--- src/rtl/rstatus_handler.sv ---
// rstatus_handler
//   Consumer side of the exception-status path in the writeback stage.
//   Holds architectural rstatus ($r30), raises a req/ack trap handshake
//   toward PC-select, and keeps a small show-ahead FIFO of overflow codes
//   for debug readout, with a saturating count of codes lost to a full log.
//
// Ports
//   clock        rising-edge system clock
//   reset        asynchronous, active-high; clears all state
//   ovf_valid    overflow event this cycle
//   ovf_value    rstatus code for the overflow event
//   setx_valid   setx commits this cycle
//   setx_target  setx immediate, zero-extended to 32 bits
//   rstatus_q    current rstatus register
//   bex_taken    rstatus_q != 0
//   trap_req     trap request to PC-select
//   trap_ack     PC-select accepts the trap
//   trap_code    code of the trap being requested
//   log_pop      pop head of exception log
//   log_data     head of log (0 when empty)
//   log_empty    log holds no entries
//   log_full     log holds 2**LOG_AW entries
//   drop_count   overflow events lost to a full log, saturating
module rstatus_handler #(
  parameter int LOG_AW = 2,
  parameter int CNT_W  = 8
) (
  input  logic             clock,
  input  logic             reset,
  input  logic             ovf_valid,
  input  logic [31:0]      ovf_value,
  input  logic             setx_valid,
  input  logic [26:0]      setx_target,
  output logic [31:0]      rstatus_q,
  output logic             bex_taken,
  output logic             trap_req,
  input  logic             trap_ack,
  output logic [31:0]      trap_code,
  input  logic             log_pop,
  output logic [31:0]      log_data,
  output logic             log_empty,
  output logic             log_full,
  output logic [CNT_W-1:0] drop_count
);

  localparam int DEPTH = 1 << LOG_AW;
  localparam logic [LOG_AW:0]   FULL_CNT = (LOG_AW+1)'(DEPTH);
  localparam logic [LOG_AW:0]   CNT_ONE  = (LOG_AW+1)'(1);
  localparam logic [LOG_AW-1:0] PTR_ONE  = (LOG_AW)'(1);
  localparam logic [CNT_W-1:0]  DROP_ONE = (CNT_W)'(1);

  typedef enum logic [1:0] {IDLE, REQ, HOLD} state_t;

  state_t            state_reg;
  logic [31:0]       mem [DEPTH];
  logic [LOG_AW-1:0] wr_ptr_reg;
  logic [LOG_AW-1:0] rd_ptr_reg;
  logic [LOG_AW:0]   count_reg;

  logic pop;
  logic push;
  logic drop;

  // ---------------------------------------------------------------
  // rstatus register: overflow beats setx when both arrive together
  // ---------------------------------------------------------------
  always_ff @(posedge clock or posedge reset) begin
    if (reset) begin
      rstatus_q <= '0;
    end else if (ovf_valid) begin
      rstatus_q <= ovf_value;
    end else if (setx_valid) begin
      rstatus_q <= {5'b0, setx_target};
    end
  end

  assign bex_taken = |rstatus_q;

  // ---------------------------------------------------------------
  // Trap handshake. Overflows arriving while a trap is outstanding
  // (REQ) or just retired (HOLD) are coalesced into it: they update
  // rstatus and the log but never the trap code.
  // ---------------------------------------------------------------
  always_ff @(posedge clock or posedge reset) begin
    if (reset) begin
      state_reg <= IDLE;
      trap_req  <= 1'b0;
      trap_code <= '0;
    end else begin
      case (state_reg)
        IDLE: begin
          if (ovf_valid) begin
            state_reg <= REQ;
            trap_req  <= 1'b1;
            trap_code <= ovf_value;
          end
        end
        REQ: begin
          if (trap_ack) begin
            state_reg <= HOLD;
            trap_req  <= 1'b0;
          end
        end
        HOLD: begin
          state_reg <= IDLE;
          trap_req  <= 1'b0;
        end
        default: begin
          state_reg <= IDLE;
          trap_req  <= 1'b0;
        end
      endcase
    end
  end

  // ---------------------------------------------------------------
  // Exception log. A pop frees a slot in the same cycle, so a push
  // into a full log succeeds when paired with a pop.
  // ---------------------------------------------------------------
  assign log_empty = (count_reg == '0);
  assign log_full  = (count_reg == FULL_CNT);
  assign pop       = log_pop & ~log_empty;
  assign push      = ovf_valid & (~log_full | pop);
  assign drop      = ovf_valid & log_full & ~pop;

  // Storage needs no reset: entries are only visible through valid pointers.
  always_ff @(posedge clock) begin
    if (push) begin
      mem[wr_ptr_reg] <= ovf_value;
    end
  end

  always_ff @(posedge clock or posedge reset) begin
    if (reset) begin
      wr_ptr_reg <= '0;
      rd_ptr_reg <= '0;
      count_reg  <= '0;
      drop_count <= '0;
    end else begin
      if (push) begin
        wr_ptr_reg <= wr_ptr_reg + PTR_ONE;
      end
      if (pop) begin
        rd_ptr_reg <= rd_ptr_reg + PTR_ONE;
      end
      if (push && !pop) begin
        count_reg <= count_reg + CNT_ONE;
      end else if (pop && !push) begin
        count_reg <= count_reg - CNT_ONE;
      end
      if (drop && (drop_count != '1)) begin
        drop_count <= drop_count + DROP_ONE;
      end
    end
  end

  // Show-ahead head of log; forced to zero while empty.
  assign log_data = log_empty ? 32'd0 : mem[rd_ptr_reg];

endmodule
--- config.mk ---
export PLATFORM = sky130hd
export DESIGN_NAME = rstatus_handler
export DESIGN_NICKNAME = d
export VERILOG_FILES = /design/src/rtl/rstatus_handler.sv
export SDC_FILE = /design/constraint.sdc
export NUM_CORES = 1
export LEC_CHECK = 0
export ABC_AREA = 1
export CELL_PAD_IN_SITES_DETAIL_PLACEMENT = 1
export CELL_PAD_IN_SITES_GLOBAL_PLACEMENT = 2
export CORE_AREA = 2 2 166 168
export DETAILED_ROUTE_END_ITERATION = 16
export DIE_AREA = 0 0 168 170
export GPL_ROUTABILITY_DRIVEN = 1
export PLACE_DENSITY = 0.91
export SLEW_MARGIN = 0
export SYNTH_ARGS = -nofsm -noshare
export SYNTH_HDL_FRONTEND = slang
export SYNTH_SLANG_ARGS = --single-unit
export TNS_END_PERCENT = 50
--- constraint.sdc ---
create_clock -name clock -period 3.7 [get_ports clock]
set_input_delay 1.11 -clock clock [delete_from_list [all_inputs] [get_ports clock]]
set_output_delay 1.11 -clock clock [all_outputs]
set_load 0.1 [all_outputs]
==> results of run 1 <==
[tightest hold or removal path: stages, from the launching register on]
cell     delay, ns
dfrtp_1       0.35
nand2_1       0.06
nand2_1       0.05
[per-stage QoR]
stage / hold WS (ns) / cells / utilization [%] / setup WS, ns / cell area (sq um)
after global placement: 0.460 / 1322 / 41.1 / 0.709 / 10900
final: 0.478 / 1365 / 43.8 / 0.154 / 11700
after global routing: 0.509 / 1364 / 43.8 / 0.0485 / 11700
after CTS: 0.484 / 1364 / 43.8 / 0.122 / 11700
after floorplan: 0.539 / 828 / - / 0.0647 / 8690
after detailed placement: 0.468 / 1322 / 41.1 / 0.639 / 10900
[cells in the final DEF (no fill, tap or decap), types with 2 or more instances in the layout]
cell type,n
nor2_1,174
edfxtp_1,128
nand2_1,114
buf_4,98
dfrtp_1,80
o21ai_0,66
clkdlybuf4s50_1,63
inv_1,58
a21oi_1,56
o21ai_1,50
buf_12,34
clkbuf_16,23
nand3_1,12
o22ai_1,11
ha_1,6
clkbuf_1,6
nor2_4,5
o211ai_1,4
nand4_1,4
clkinv_2,4
inv_6,4
xnor2_1,3
xor2_1,3
nor3_1,3
nor2_2,2
clkbuf_8,2
clkinvlp_4,2
[final cells by class]
type / instances / area, sq um
Antenna cell: 1 / 2.50
Tap cell: 341 / 427
Fill cell: 2901 / 15000
Clock inverter: 11 / 104
Inverter: 60 / 226
Timing Repair Buffer: 196 / 2050
Multi-Input combinational cell: 516 / 2370
Clock buffer: 31 / 626
Sequential cell: 209 / 5870
[cell usage after synthesis]
master	count	area, sq um
nor2_1	178	668
edfxtp_1	128	3840
nand2_1	114	428
dfrtp_1	81	2030
o21ai_0	66	330
inv_1	59	221
a21oi_1	56	280
o21ai_1	50	250
buf_2	19	95.1
nand3_1	12	60.1
o22ai_1	11	68.8
clkbuf_1	10	37.5
buf_6	6	67.6
ha_1	6	75.1
buf_4	5	37.5
nand4_1	4	25.0
o211ai_1	4	30.0
clkbuf_2	3	15.0
nor3_1	3	15.0
xnor2_1	3	26.3
xor2_1	3	26.3
nor2_2	2	12.5
fa_1	1	20.0
inv_2	1	3.75
nand2_2	1	6.26
nor2_4	1	11.3
or2_1	1	6.26
[worst min-delay path by stage]
| stage | from | to | slack (ns) | depth (start not counted) |
|---|---|---|---|---|
| 2_1_floorplan | count_reg[0]$_DFFE_PP0P_ | count_reg[0]$_DFFE_PP0P_ | 0.54 | 1 |
| 3_3_place_gp | trap_code[19]$_DFFE_PP0P_ | trap_code[19]$_DFFE_PP0P_ | 0.46 | 2 |
| 3_5_place_dp | trap_code[15]$_DFFE_PP0P_ | trap_code[15]$_DFFE_PP0P_ | 0.47 | 2 |
| 4_1_cts | trap_code[15]$_DFFE_PP0P_ | trap_code[15]$_DFFE_PP0P_ | 0.48 | 2 |
| 5_1_grt | trap_code[15]$_DFFE_PP0P_ | trap_code[15]$_DFFE_PP0P_ | 0.51 | 2 |
| 6_report | trap_code[15]$_DFFE_PP0P_ | trap_code[15]$_DFFE_PP0P_ | 0.48 | 2 |
[cell families (layout without fill, tap and decap cells)]
logic type | Yosys count | count (layout)
xor gates and xnor gates | 6 | 6
adders and majority gates | 7 | 7
and+or+nand+nor | 316 | 316
DFF | 209 | 209
buffers and inverters | 103 | 298
other | 0 | 1
AOI/OAI and AO/OA | 187 | 187
[per-layer routing]
metal	track usage, %	share of wire (%)
met1	24.8	43
met2	31.8	48
met3	4.53	7.4
met4	4.46	1.6
met5	0	0
==> impl_metrics.env, run 1 <==
export IMPL_status="complete, no violations"
export IMPL_coreArea_sq_um=26700
export IMPL_detail_route_antenna_nets=0
export IMPL_gp_congestion=0.842
export IMPL_timing_rr_start="count_reg[0]$_DFFE_PP0P_"
export IMPL_dp_hpwl_microns=19100
export IMPL_wl_per_cell_microns=19.8
export IMPL_yosys_cell_types_count=27
export IMPL_grt_usage_pct=18.9
export IMPL_drive_gt1_share_pct=17.6
export IMPL_firstDrtPassIters=4
export IMPL_grt_ovfl_total=0
export IMPL_start_kind="flop"
export IMPL_largest_reg_flops=128
export IMPL_syn_avg_cell_area_sq_um=10.5
export IMPL_ys_seq_area_share_pct=67.6
export IMPL_hold_buffers=0
export IMPL_reg2reg_slack_ns=1.73
export IMPL_holdCritPathClass="reg2reg"
export IMPL_cp_data_required_time_ns=2.59
export IMPL_path_buf_inv=3
export IMPL_post_route_period_util_pct=95.8
export IMPL_skew_ns=0.00626
export IMPL_reg_top3="mem: 128 flops, rstatus_q: 32 flops, trap_code: 32 flops"
export IMPL_cp_cell_sequence="nor2_2, nand2_1, inv_1, buf_4, a21oi_1, buf_12"
export IMPL_vias=6666
export IMPL_worst_path_stages=6
export IMPL_chipWidth_microns=168
export IMPL_grt_pass1_vias=7063
export IMPL_post_cts_resized=0
export IMPL_grt_pass1_wl_microns=41600
export IMPL_setup_tns_ns=0
export IMPL_synth_mux_area_fraction_pct=0
export IMPL_path_delay_family="buffers and inverters"
export IMPL_r2r_end="count_reg[2]$_DFFE_PP0P_"
export IMPL_critical_path_class="reg2out"
export IMPL_drt_iter0_drc=361
export IMPL_cts_setup_buffers=0
export IMPL_syn_instance_count=828
export IMPL_clkTransAtPathRegs_ns=0.06
export IMPL_top_register="mem"
export IMPL_cts_buffers_inserted=23
export IMPL_synthXorXnorAreaFrac_pct=0.605
export IMPL_synth_compound_area_share_pct=11.0
export IMPL_maxCapViolations=0
export IMPL_drt_wl_total_microns=27000
export IMPL_slew_violations=0
export IMPL_tritoncts="yes"
export IMPL_path_max_fanout=18
export IMPL_max_slew_margin_pct=50.9
export IMPL_syn_nets=900
export IMPL_reg2regPathDepth=10
export IMPL_ctsHtreeMaxLevel=1
export IMPL_antenna_found_initial=2
export IMPL_die_area_sq_um=28600
export IMPL_max_stage_delay_ns=0.56
export IMPL_clockBufferDepth=3
export IMPL_grt_max_degree=39
export IMPL_setup_viol=0
export IMPL_start_util_pct=32.6
export IMPL_die_y_microns=170
export IMPL_nNetsFinal=1078
export IMPL_rsz0062_at_grt="false"
export IMPL_viasPerCell=4.88
export IMPL_hold_viol_final=0
export IMPL_cp_endpoint="log_data[24]"
export IMPL_period_needed_ns=3.55
export IMPL_synth_adder_area_share_pct=1.09
export IMPL_synth_area_sq_um=8690
export IMPL_cp_startpoint="count_reg[0]$_DFFE_PP0P_"
export IMPL_cp_end_kind="primary output"
export IMPL_syn_to_final_growth_pct=34.4
export IMPL_tightest_slew_ns=0.736
export IMPL_synth_top_family_by_area="simple AND/OR/NAND/NOR gates"
export IMPL_slowest_stage="inv_1"
export IMPL_cts_root_buf="clkbuf_16"
export IMPL_portBuffers=172
export IMPL_ys_seq_elements=209
export IMPL_synth_simple_area_share_pct=14.2
export IMPL_drcViolationCount=0
export IMPL_clock_sinks=209
export IMPL_insertion_delay_ns=0.50
export IMPL_yosysWarnings=0
export IMPL_fp_row_count=60
export IMPL_clock_fmax_mhz=282
export IMPL_io_pins=173
export IMPL_arrival_ns=2.44
Power of run 1 is not shown: default switching activity piles up to over one toggle a cycle in this logic, so the estimate is an artifact.
==> inputs of run 2 (changes only) <==
--- a/config.mk
+++ b/config.mk
@@ -6,11 +6,12 @@
 export NUM_CORES = 1
 export LEC_CHECK = 0
 export ABC_AREA = 1
+export ABC_CLOCK_PERIOD_IN_PS = 3700
 export CELL_PAD_IN_SITES_DETAIL_PLACEMENT = 1
 export CELL_PAD_IN_SITES_GLOBAL_PLACEMENT = 2
-export CORE_AREA = 2 2 166 168
+export CORE_AREA = 3 3 167 169
 export DETAILED_ROUTE_END_ITERATION = 16
-export DIE_AREA = 0 0 168 170
+export DIE_AREA = 0 0 170 172
 export GPL_ROUTABILITY_DRIVEN = 1
 export PLACE_DENSITY = 0.91
 export SLEW_MARGIN = 0
==> run 2 against run 1 <==
Effect of this change:
- sequential share of layout area is 0.075 points lower
- clock-buffer cell count is 3 higher
- clock skew is 0.0017 ns higher
- worst hold slack better by 0.0017 ns
- setup slack better by 0.048 ns
- fmax is 1.4% higher
- global-route usage is 0.80 points lower
- first-iteration DRC count is 11% higher
==> impl_metrics.env, run 2 (same netlist as run 1, synthesis figures left out) <==
export IMPL_cpMostUsedCell="nor2_1"
export IMPL_io_pins=173
export IMPL_cts_setup_buffers=0
export IMPL_drcViolationCount=0
export IMPL_reg2reg_slack_ns=1.75
export IMPL_max_slew_margin_pct=53.7
export IMPL_firstDrtPassIters=4
export IMPL_ctsHtreeMaxLevel=1
export IMPL_rsz0062_at_grt="false"
export IMPL_final_cell_mix="nor2_1 (174), edfxtp_1 (128), nand2_1 (114)"
export IMPL_antenna_found_initial=2
export IMPL_cp_startpoint="rd_ptr_reg[0]$_DFFE_PP0N_"
export IMPL_tightest_slew_ns=0.695
export IMPL_start_util_pct=32.5
export IMPL_clock_sinks=209
export IMPL_nNetsFinal=1076
export IMPL_setup_viol=0
export IMPL_cp_cell_sequence="buf_4, nor2_1, nor2_1, o21ai_0, a21oi_1, buf_12"
export IMPL_die_y_microns=172
export IMPL_antenna_cells=0
export IMPL_grt_pass1_wl_microns=40900
export IMPL_dp_hpwl_microns=18400
export IMPL_fp_row_count=60
export IMPL_reg2regPathDepth=10
export IMPL_setup_tns_ns=0
export IMPL_max_stage_delay_ns=0.60
export IMPL_reg_top3="mem: 128 flops, rstatus_q: 32 flops, trap_code: 32 flops"
export IMPL_path_buf_inv=2
export IMPL_post_route_period_util_pct=94.5
export IMPL_critical_path_class="reg2out"
export IMPL_hold_viol_final=0
export IMPL_drive_gt1_share_pct=17.1
export IMPL_cp_end_kind="primary output"
export IMPL_final_common_cell="nor2_1"
export IMPL_chipWidth_microns=170
export IMPL_status="complete, no violations"
export IMPL_grt_ovfl_total=0
export IMPL_r2r_end="count_reg[2]$_DFFE_PP0P_"
export IMPL_vias=6665
export IMPL_whs_endpoint="trap_code[11]$_DFFE_PP0P_"
export IMPL_timing_rr_start="count_reg[0]$_DFFE_PP0P_"
export IMPL_fillers=2941
export IMPL_wl_per_cell_microns=19.8
export IMPL_grt_usage_pct=18.1
export IMPL_holdPathStages=2
export IMPL_maxCapViolations=0
export IMPL_detail_route_antenna_nets=0
export IMPL_path_delay_family="buffers and inverters"
export IMPL_clock_fmax_mhz=286
export IMPL_top_register="mem"
export IMPL_cts_root_buf="clkbuf_16"
export IMPL_hold_buffers=0
export IMPL_drt_wl_total_microns=26900
export IMPL_cp_data_required_time_ns=2.59
export IMPL_start_kind="flop"
export IMPL_skew_ns=0.00798
export IMPL_slowest_stage="dfrtp_4"
export IMPL_syn_to_final_growth_pct=34.7
export IMPL_viasPerCell=4.89
export IMPL_clkTransAtPathRegs_ns=0.06
export IMPL_path_max_fanout=28
export IMPL_post_cts_resized=0
export IMPL_die_area_sq_um=29200
export IMPL_arrival_ns=2.39
export IMPL_grt_max_degree=55
export IMPL_portBuffers=172
export IMPL_period_needed_ns=3.50
export IMPL_holdCritPathClass="reg2reg"
export IMPL_insertion_delay_ns=0.51
export IMPL_grt_pass1_vias=7014
export IMPL_cts_buffers_inserted=24
export IMPL_tritoncts="yes"
export IMPL_hold_path_startpoint="trap_code[11]$_DFFE_PP0P_"
export IMPL_coreArea_sq_um=26700
export IMPL_largest_reg_flops=128
export IMPL_drt_iter0_drc=401
export IMPL_slew_violations=0
export IMPL_gp_congestion=0.785
export IMPL_clockBufferDepth=3
[run 2: cell types whose count changed in the layout (fill, tap and decap cells not counted)]
cell,change
clkbuf_8,+2
bufinv_16,-1
buf_4,-5
clkinv_1,+5
diode_2,-1
dfrtp_2,-1
buf_12,+2
clkbuf_1,-1
inv_6,-3
dfrtp_4,+1
clkbuf_16,+2
clkinvlp_4,-1
clkinv_4,-1
[run 2: worst max-delay path by stage]
stage                          endpoint  slack, ns  depth (start not counted)
5_1_grt                     log_data[9]       0.07                          6
6_report                    log_data[2]       0.20                          6
2_1_floorplan              log_data[21]       0.06                          5
4_1_cts                    log_data[27]       0.09                          6
3_5_place_dp   count_reg[2]$_DFFE_PP0P_       0.66                         12
3_3_place_gp                log_data[2]       0.68                          6
[run 2: cell type report]
type	instances	area (sq um)	share of cell area (%)
clock buffers	34	699	5.98
repair buffers	193	2050	17.6
well taps	341	427	3.65
inverters	60	226	1.94
clock inverters	10	50.0	0.428
multi-input cells	516	2370	20.3
flip-flops and latches	209	5870	50.2
[run 2: worst min-delay path: stages (launching register included)]
cell     delay, ns
dfrtp_1       0.35
nand2_1       0.06
nand2_1       0.05
[run 2: through the flow]
step           worst slack (ns)  cell area, sq um  util [%]  hold WS (ns)  std cells
3_5_place_dp              0.665             10900      41.0         0.466       1319
6_report                  0.202             11700      43.8         0.480       1363
5_1_grt                  0.0714             11700      43.8         0.508       1363
3_3_place_gp              0.683             10900      41.0         0.459       1319
4_1_cts                  0.0935             11700      43.8         0.481       1363
2_1_floorplan            0.0647              8690         -         0.539        828
[run 2: routing by layer]
layer,share of wire [%],global-route usage [%],wire [microns],vias up
met4,2.6,4.90,696,4
met5,0.12,0,32,-
li1,-,-,-,3126
met2,47,29.9,12800,167
met1,44,24.4,12000,3317
met3,5.4,3.96,1460,51
Power of run 2 is left out for the same reason.
